`config.mk`:
```
export PLATFORM = sky130hd
export DESIGN_NAME = fetch_sequencer
export DESIGN_NICKNAME = d
export VERILOG_FILES = /design/src/rtl/fetch_sequencer.sv
export SDC_FILE = /design/constraint.sdc
export NUM_CORES = 1
export LEC_CHECK = 0
export CAP_MARGIN = 20
export CORE_ASPECT_RATIO = 0.8
export CORE_MARGIN = 2
export CORE_UTILIZATION = 25
export CTS_CLUSTER_DIAMETER = 200
export DETAILED_ROUTE_END_ITERATION = 7
export GPL_TIMING_DRIVEN = 0
export HOLD_SLACK_MARGIN = 0.05
export SLEW_MARGIN = 10
export SYNTH_ARGS = -nofsm -noshare
export SYNTH_HDL_FRONTEND = slang
export SYNTH_SLANG_ARGS = --single-unit
export TNS_END_PERCENT = 30
```
`constraint.sdc`:
```
create_clock -name clk -period 6 [get_ports clk]
set_input_delay 0.9 -clock clk [delete_from_list [all_inputs] [get_ports clk]]
set_output_delay 0.9 -clock clk [all_outputs]
set_load 0.02 [all_outputs]
```
`src/rtl/fetch_sequencer.sv`:
```
// Program-counter controller for a synchronous instruction ROM: issues word fetches,
// tracks the single in-flight read, and buffers returned words in a 2-entry queue for decode.
module fetch_sequencer #(
    parameter int              ADDR_W   = 16,
    parameter int              INS_W    = 32,
    parameter logic [ADDR_W-1:0] RESET_PC = '0
) (
    input  logic              clk,
    input  logic              rst_n,
    input  logic              en,
    output logic [ADDR_W-1:0] mem_addr,
    input  logic [INS_W-1:0]  mem_ins,
    input  logic              redirect_valid,
    input  logic [ADDR_W-1:0] redirect_pc,
    output logic              out_valid,
    input  logic              out_ready,
    output logic [INS_W-1:0]  out_ins,
    output logic [ADDR_W-1:0] out_pc,
    output logic [1:0]        dbg_state
);

    // Queue occupancy doubles as the controller state.
    localparam logic [1:0] ST_EMPTY = 2'd0;
    localparam logic [1:0] ST_ONE   = 2'd1;
    localparam logic [1:0] ST_FULL  = 2'd2;

    logic [ADDR_W-1:0] pc_q, pc_d;
    logic [ADDR_W-1:0] inflight_pc_q, inflight_pc_d;
    logic              inflight_q, inflight_d;
    logic              squash_q, squash_d;
    logic [1:0]        count_q, count_d;
    logic              head_q, head_d;
    logic [INS_W-1:0]  buf_ins_q [2];
    logic [ADDR_W-1:0] buf_pc_q  [2];

    logic       pop;
    logic       push;
    logic       issue;
    logic       wr_idx;
    logic [2:0] occupancy;

    // Handshake: a word transfers to decode on any posedge where out_valid && out_ready;
    // out_ins/out_pc hold steady while out_valid is high and out_ready is low.
    assign out_valid = (count_q != ST_EMPTY);
    assign pop       = out_valid && out_ready;

    // A redirect flushes the queue, so the returning word must not land in it that cycle.
    assign push      = inflight_q && !squash_q && !redirect_valid;
    assign occupancy = {1'b0, count_q} + {2'b00, inflight_q} - {2'b00, pop};
    assign issue     = en && !redirect_valid && (occupancy < 3'd2);

    // Tail slot: head for empty/full, the other slot when one word is held.
    assign wr_idx    = head_q ^ count_q[0];

    assign mem_addr  = pc_q;
    assign out_ins   = out_valid ? buf_ins_q[head_q] : '0;
    assign out_pc    = out_valid ? buf_pc_q[head_q]  : '0;
    assign dbg_state = count_q;

    always_comb begin
        pc_d          = pc_q;
        inflight_pc_d = inflight_pc_q;
        inflight_d    = inflight_q;
        squash_d      = 1'b0;
        count_d       = count_q;
        head_d        = head_q;
        if (redirect_valid) begin
            pc_d       = redirect_pc;
            inflight_d = 1'b0;
            squash_d   = inflight_q;
            count_d    = ST_EMPTY;
            head_d     = 1'b0;
        end else begin
            if (issue) begin
                pc_d          = pc_q + 1'b1;
                inflight_pc_d = pc_q;
                inflight_d    = 1'b1;
            end else begin
                inflight_d    = 1'b0;
            end
            count_d = count_q + {1'b0, push} - {1'b0, pop};
            head_d  = head_q ^ pop;
        end
    end

    always_ff @(posedge clk or negedge rst_n) begin
        if (!rst_n) begin
            pc_q          <= RESET_PC;
            inflight_pc_q <= '0;
            inflight_q    <= 1'b0;
            squash_q      <= 1'b0;
            count_q       <= ST_EMPTY;
            head_q        <= 1'b0;
        end else begin
            pc_q          <= pc_d;
            inflight_pc_q <= inflight_pc_d;
            inflight_q    <= inflight_d;
            squash_q      <= squash_d;
            count_q       <= count_d;
            head_q        <= head_d;
        end
    end

    always_ff @(posedge clk or negedge rst_n) begin
        if (!rst_n) begin
            for (int i = 0; i < 2; i++) begin
                buf_ins_q[i] <= '0;
                buf_pc_q[i]  <= '0;
            end
        end else if (push) begin
            buf_ins_q[wr_idx] <= mem_ins;
            buf_pc_q[wr_idx]  <= inflight_pc_q;
        end
    end

    a_no_overflow : assert property (@(posedge clk) disable iff (!rst_n)
        !(push && !pop && count_q == ST_FULL));

    a_count_legal : assert property (@(posedge clk) disable iff (!rst_n)
        count_q != 2'd3);

endmodule
```
# Word level (Yosys, flattened, before mapping)
# Index checks and enable logic that the tools add are counted.
[totals]
regBits = 133
input_bits = 53
out_inout_bits = 67
word_cells = 56
[op_classes]
addsub = 5
magnitude_cmp = 4
muxes = 21
n_bitwise = 5
n_reduce_logical = 11
[op_table]
columns = ["operator", "count"]
rows = [
  ["two-way mux 32 bit", 5],
  ["two-way mux 16 bit", 7],
  ["bitwise mux 64 bit", 1],
  ["bitwise mux 32 bit", 1],
  ["demux 32 bit (select 1 bit)", 1],
  ["adder 16 x 1 -> 16 bit, second input constant", 1],
  ["demux 16 bit (select 1 bit)", 1],
  ["logical AND 1 bit", 6],
  [">= comparator 2 bit, second input constant", 2],
  ["two-way mux 1 bit", 4],
  ["inverter 1 -> 2 bit", 2],
  ["nonzero test 2 bit", 2],
  ["adder 2 x 1 -> 3 bit", 1],
  ["less-than comparator 3 x 2 -> 1 bit, second input constant", 1],
  ["subtractor 3 x 1 -> 3 bit", 1],
  ["adder 2 x 1 -> 2 bit", 1],
  ["zero test 1 bit", 2],
  ["less-than comparator 2 x 1 -> 1 bit, second input constant", 1],
  ["two-way mux 2 bit", 1],
  ["AND reduction 2 bit", 1],
  ["subtractor 2 x 1 -> 2 bit", 1],
  ["bitwise XOR 1 bit", 2],
  ["inverter 1 bit", 1],
]

# Depth between registers and ports, before layout
[depth]
depth_word = 7
ltp_mapped = 13
mapped_depth_nobuf = 11

# Least setup slack after synthesis
# OpenSTA, ideal clock, no wires.
[synth_timing]
kind = "register to register"
start = "register count_q[1], in the netlist dbg_state[1]"
end = "register pc_q[11], in the netlist mem_addr[11]"
setup_time_ns = 0.144
t_arrival_ns = 2.836
required_time_ns = 5.856
path_slack_ns = 3.020
path_stages_with_launch = 11
path_buffers = 0
synth_period_minus_slack_ns = 2.980
path_cell_list = "dfrtp_1 > nor2_1 > inv_1 > and2_1 > ha_1 > nand2b_1 > fa_1 > xnor2_2 > nand4_1 > o311ai_0 > o311ai_1"
[synth_between]
elab_chain_len = 6
elab_cells_between_ends = 7
cone_classes = "add/sub (2); order compare (1); reduce/logical (4)"
[synth_rtl]
columns = ["item", "line_no", "rtl"]
rows = [
  ["from (decl)", "31", "logic [1:0] count_q, count_d;"],
  ["from (signal assigned)", "99", "count_q <= count_d;"],
  ["nonzero test 2 bit", "44", "assign out_valid = (count_q != ST_EMPTY);"],
  ["named net out_valid", "15", "output logic out_valid,"],
  ["logical AND 1 bit", "45", "assign pop = out_valid && out_ready;"],
  ["subtractor 3 x 1 -> 3 bit", "49", "assign occupancy = {1'b0, count_q} + {2'b00, inflight_q} - {2'b00, pop};"],
  ["less-than comparator 3 x 2 -> 1 bit", "50", "assign issue = en && !redirect_valid && (occupancy < 3'd2);"],
  ["logical AND 1 bit", "50", ""],
  ["nonzero test 2 bit (no source line)", "n/a", ""],
  ["to (signal assigned)", "95", "pc_q <= pc_d;"],
  ["to (decl)", "27", "logic [ADDR_W-1:0] pc_q, pc_d;"],
]
# The timed path passes the listed nets, and every way through them passes these cells.
# A chain may end at the register's enable or synchronous reset.

# Final worst setup path
[layout_timing]
start = "register count_q[1], in the netlist dbg_state[1]"
end = "output out_pc[0]"
[layout_between]
elab_chain_len = 2
[layout_rtl]
columns = ["item", "line_no", "rtl"]
rows = [
  ["nonzero test 2 bit", "44", ""],
  ["two-way mux 16 bit", "57", "assign out_pc = out_valid ? buf_pc_q[head_q] : '0;"],
  ["to (decl)", "18", "output logic [ADDR_W-1:0] out_pc,"],
]
# No other way between the ends.

==> reports/qor.txt <==
Syn_nets: 564
Final WL: 15100 um
Sequential Power Share: 35.1%
Logic pwr share: 38.8%
CP arrival: 2840 ps
Max stage delay on crit path: 580 ps
Largest net degree at the start of global routing: 79
IO Pins: 120
Initial antenna violation count: 0
Mapped Avg Cell Area: 12.1 um2
Design area: 0.00835 mm2
Placed insts: 943
Slowest-stage cell, CP: clkdlybuf4s50_1
Share of layout cells above drive strength 1: 24.1%
Total negative slack: 0 ps
Switch share: 34.1%
RSZ-0062 raised after global routing: no
Fillers: 2456
#FFs+latches synth: 133
Via density per instance: 4.45
Setup Fix Bufs, Post-CTS: 0
Top post-synthesis cells by area: dfrtp_1 (54%), mux2_2 (18%), mux2i_1 (7.9%)
Min Tclk post-route: 3740 ps
Rel. slew slack: 41.1%
Commonest cells post-synth: dfrtp_1 (133), mux2_2 (96), nor2_1 (55), nand2_1 (51), mux2i_1 (48)
Final HPWL DP: 10800 um
Initial Util: 25.3%
Final period util: 62.4%
CTS Hold Buffers Added: 0
Drt wl/cell: 15.5 um
Number of synthesized flops with an enable pin: 0
Crit path max fanout: 10
Startpoint Class: register
# DRC: 0
Die area: 0.0257 mm2
Total gr overflow: 0
Area post-placement: 0.00772 mm2
Worst path required time: 5100 ps
Area Overhead vs Synth: 36.6%
Peak supply drop: 179 uV
GPL Wtd Cong: 0.804
Synth Cell Area: 0.00611 mm2
Fmax: 267 MHz
TritonCTS Sinks: 133
Clock buffer depth: 2
Clk pwr share: 26.1%
Worst hold path type: in2async
Util after Layout: 34.5%
Antenna Nets Post-Route: 0
CP Class: reg2out
Die Span Y: 144 um
Diode count: 0
Internal power: 2.82 mW
Fin nets: 702
Clk_lat worst skew: 420 ps
All-Layer GR Usage: 12.4%
Layout Cells excl Fill: 974
Detailed Route Iter0 Violations: 186
Yosys warning total: 0
Final hold violation count: 0
Area share of the largest cell type after synthesis: 54.5%
Hold slack final: 432 ps
Total power: 4.27 mW
Main synth FF type: dfrtp_1
PortBufs: 118
Via count of the first global-routing pass: 4383
Clk pin slew, worst setup/hold paths: 60 ps
Critical path, cell by cell: nor2_1 -> clkbuf_1 -> buf_1 -> nor2_1 -> clkdlybuf4s50_1
Most Frequent Cell on Critical Path: nor2_1
Die W: 179 um
Outcome: completed
Post-synth top area cell: dfrtp_1
Top-count cell post-synth: dfrtp_1
Pre-antenna DRT Iters: 4
Pwr dens: 511 mW/mm2
Sequential element share of the synthesized area: 54.5%
Finish-stage setup viols: 0
Vias: 4333
CTS HTree Levels: 4
Core ar.: 0.0242 mm2
Clock buffer count from CTS: 17
Distinct cells, synth: 48
Placement Setup Slack: 2200 ps
Mapped Cells: 506
Root Buffer Master: clkbuf_16
Global-route wire length before repair: 24100 um
Post-CTS sizing: 0
Net switching power: 1.45 mW
Async set-reset flop share out of synthesis: 100%
Row cnt: 51
Crit path capture type: output pin
Max-cap viol count: 0
Max-slew violation count: 0
P_leak: 3.53 nW
CTS tree: done
Clock skew: 10.9 ps
Final WS setup: 2260 ps
Worst Max-Slew Pin Slew: 884 ps
## worst max-delay path, delay by kind of cell, from the launching register on
family	cells	cell delay (ps)
buffers and inverters	3	1550
flip-flops	1	490
AND/OR/NAND/NOR	2	390
## state kept, by name, indices dropped and copies added, names as in the netlist
| register | count |
|---|---|
| dbg_state | 2 |
| inflight_pc_q | 16 |
| buf_ins_q | 64 |
| buf_pc_q | 32 |
| mem_addr | 16 |
| inflight_q | 1 |
| squash_q | 1 |
| head_q | 1 |
## power by group through the flow
stage | Sequential (mW) | Clock [mW] | Combinational (mW)
floorplan | 1.47 | 0 | 1.06
global placement | 1.51 | 0 | 1.67
detailed placement | 1.52 | 0 | 1.68
CTS | 1.50 | 1.15 | 1.69
global route | 1.55 | 1.19 | 1.83
finish | 1.50 | 1.11 | 1.66
## cell usage in the layout, fill, tap and decap left out, types with 5 or more instances in the layout
| master | Yosys | final |
|---|---|---|
| buf_2 | 14 | 14 |
| dfrtp_1 | 133 | 133 |
| nand4_1 | 5 | 5 |
| mux2_2 | 96 | 96 |
| inv_1 | 11 | 11 |
| clkbuf_1 | 8 | 8 |
| nor2_1 | 55 | 55 |
| o311ai_0 | 6 | 6 |
| mux2i_1 | 48 | 48 |
| clkbuf_16 | 0 | 17 |
| o21ai_0 | 9 | 9 |
| nand2_1 | 51 | 51 |
| nand3_1 | 7 | 7 |
| o211ai_1 | 7 | 7 |
| clkdlybuf4s50_1 | 0 | 117 |
## per-layer routing
| layer | track usage, % | routed length (um) | vias to the layer above |
|---|---|---|---|
| li1 | - | - | 2056 |
| met1 | 16.7 | 7280 | 2178 |
| met2 | 19.0 | 6900 | 85 |
| met3 | 3.76 | 691 | 14 |
| met4 | 3.85 | 202 | 0 |
| met5 | 0 | 0 | - |
## kinds of logic (layout without fill, tap and decap cells)
family / after synthesis / in the layout / share of synthesized area (%)
mux: 144 / 144 / 25.5
simple gates: 139 / 139 / 10.1
flops: 133 / 133 / 54.5
buf+inv: 42 / 192 / 3.42
compound gates: 37 / 37 / 4.32
xor+xnor: 6 / 6 / 0.983
fa+ha+maj: 5 / 5 / 1.15
## final cells by class
cell class / count / area, um2 / share of cell area (%)
flip-flops and latches: 133 / 3330 / 39.9
multi-input cells: 331 / 2570 / 30.8
repair buffers: 119 / 1210 / 14.5
clock buffers: 19 / 453 / 5.42
well taps: 318 / 398 / 4.76
clock inverters: 12 / 178 / 2.13
plain buffers: 29 / 160 / 1.92
inverters: 13 / 48.8 / 0.584
## final timing paths
check | start | end | slack (ps) | cells after the start
max | dbg_state[1] | out_pc[0] | 2260 | 5
min | rst_n | buf_ins_q[13] | 430 | 1
max reg2reg | dbg_state[1] | mem_addr[11] | 2760 | 10
min reg2reg | buf_ins_q[49] | buf_ins_q[49] | 500 | 1
max in group asynchronous | rst_n | mem_addr[11] | 4750 | 2
min in group clk | buf_ins_q[49] | buf_ins_q[49] | 500 | 1
(Power assumes the default switching activity.)
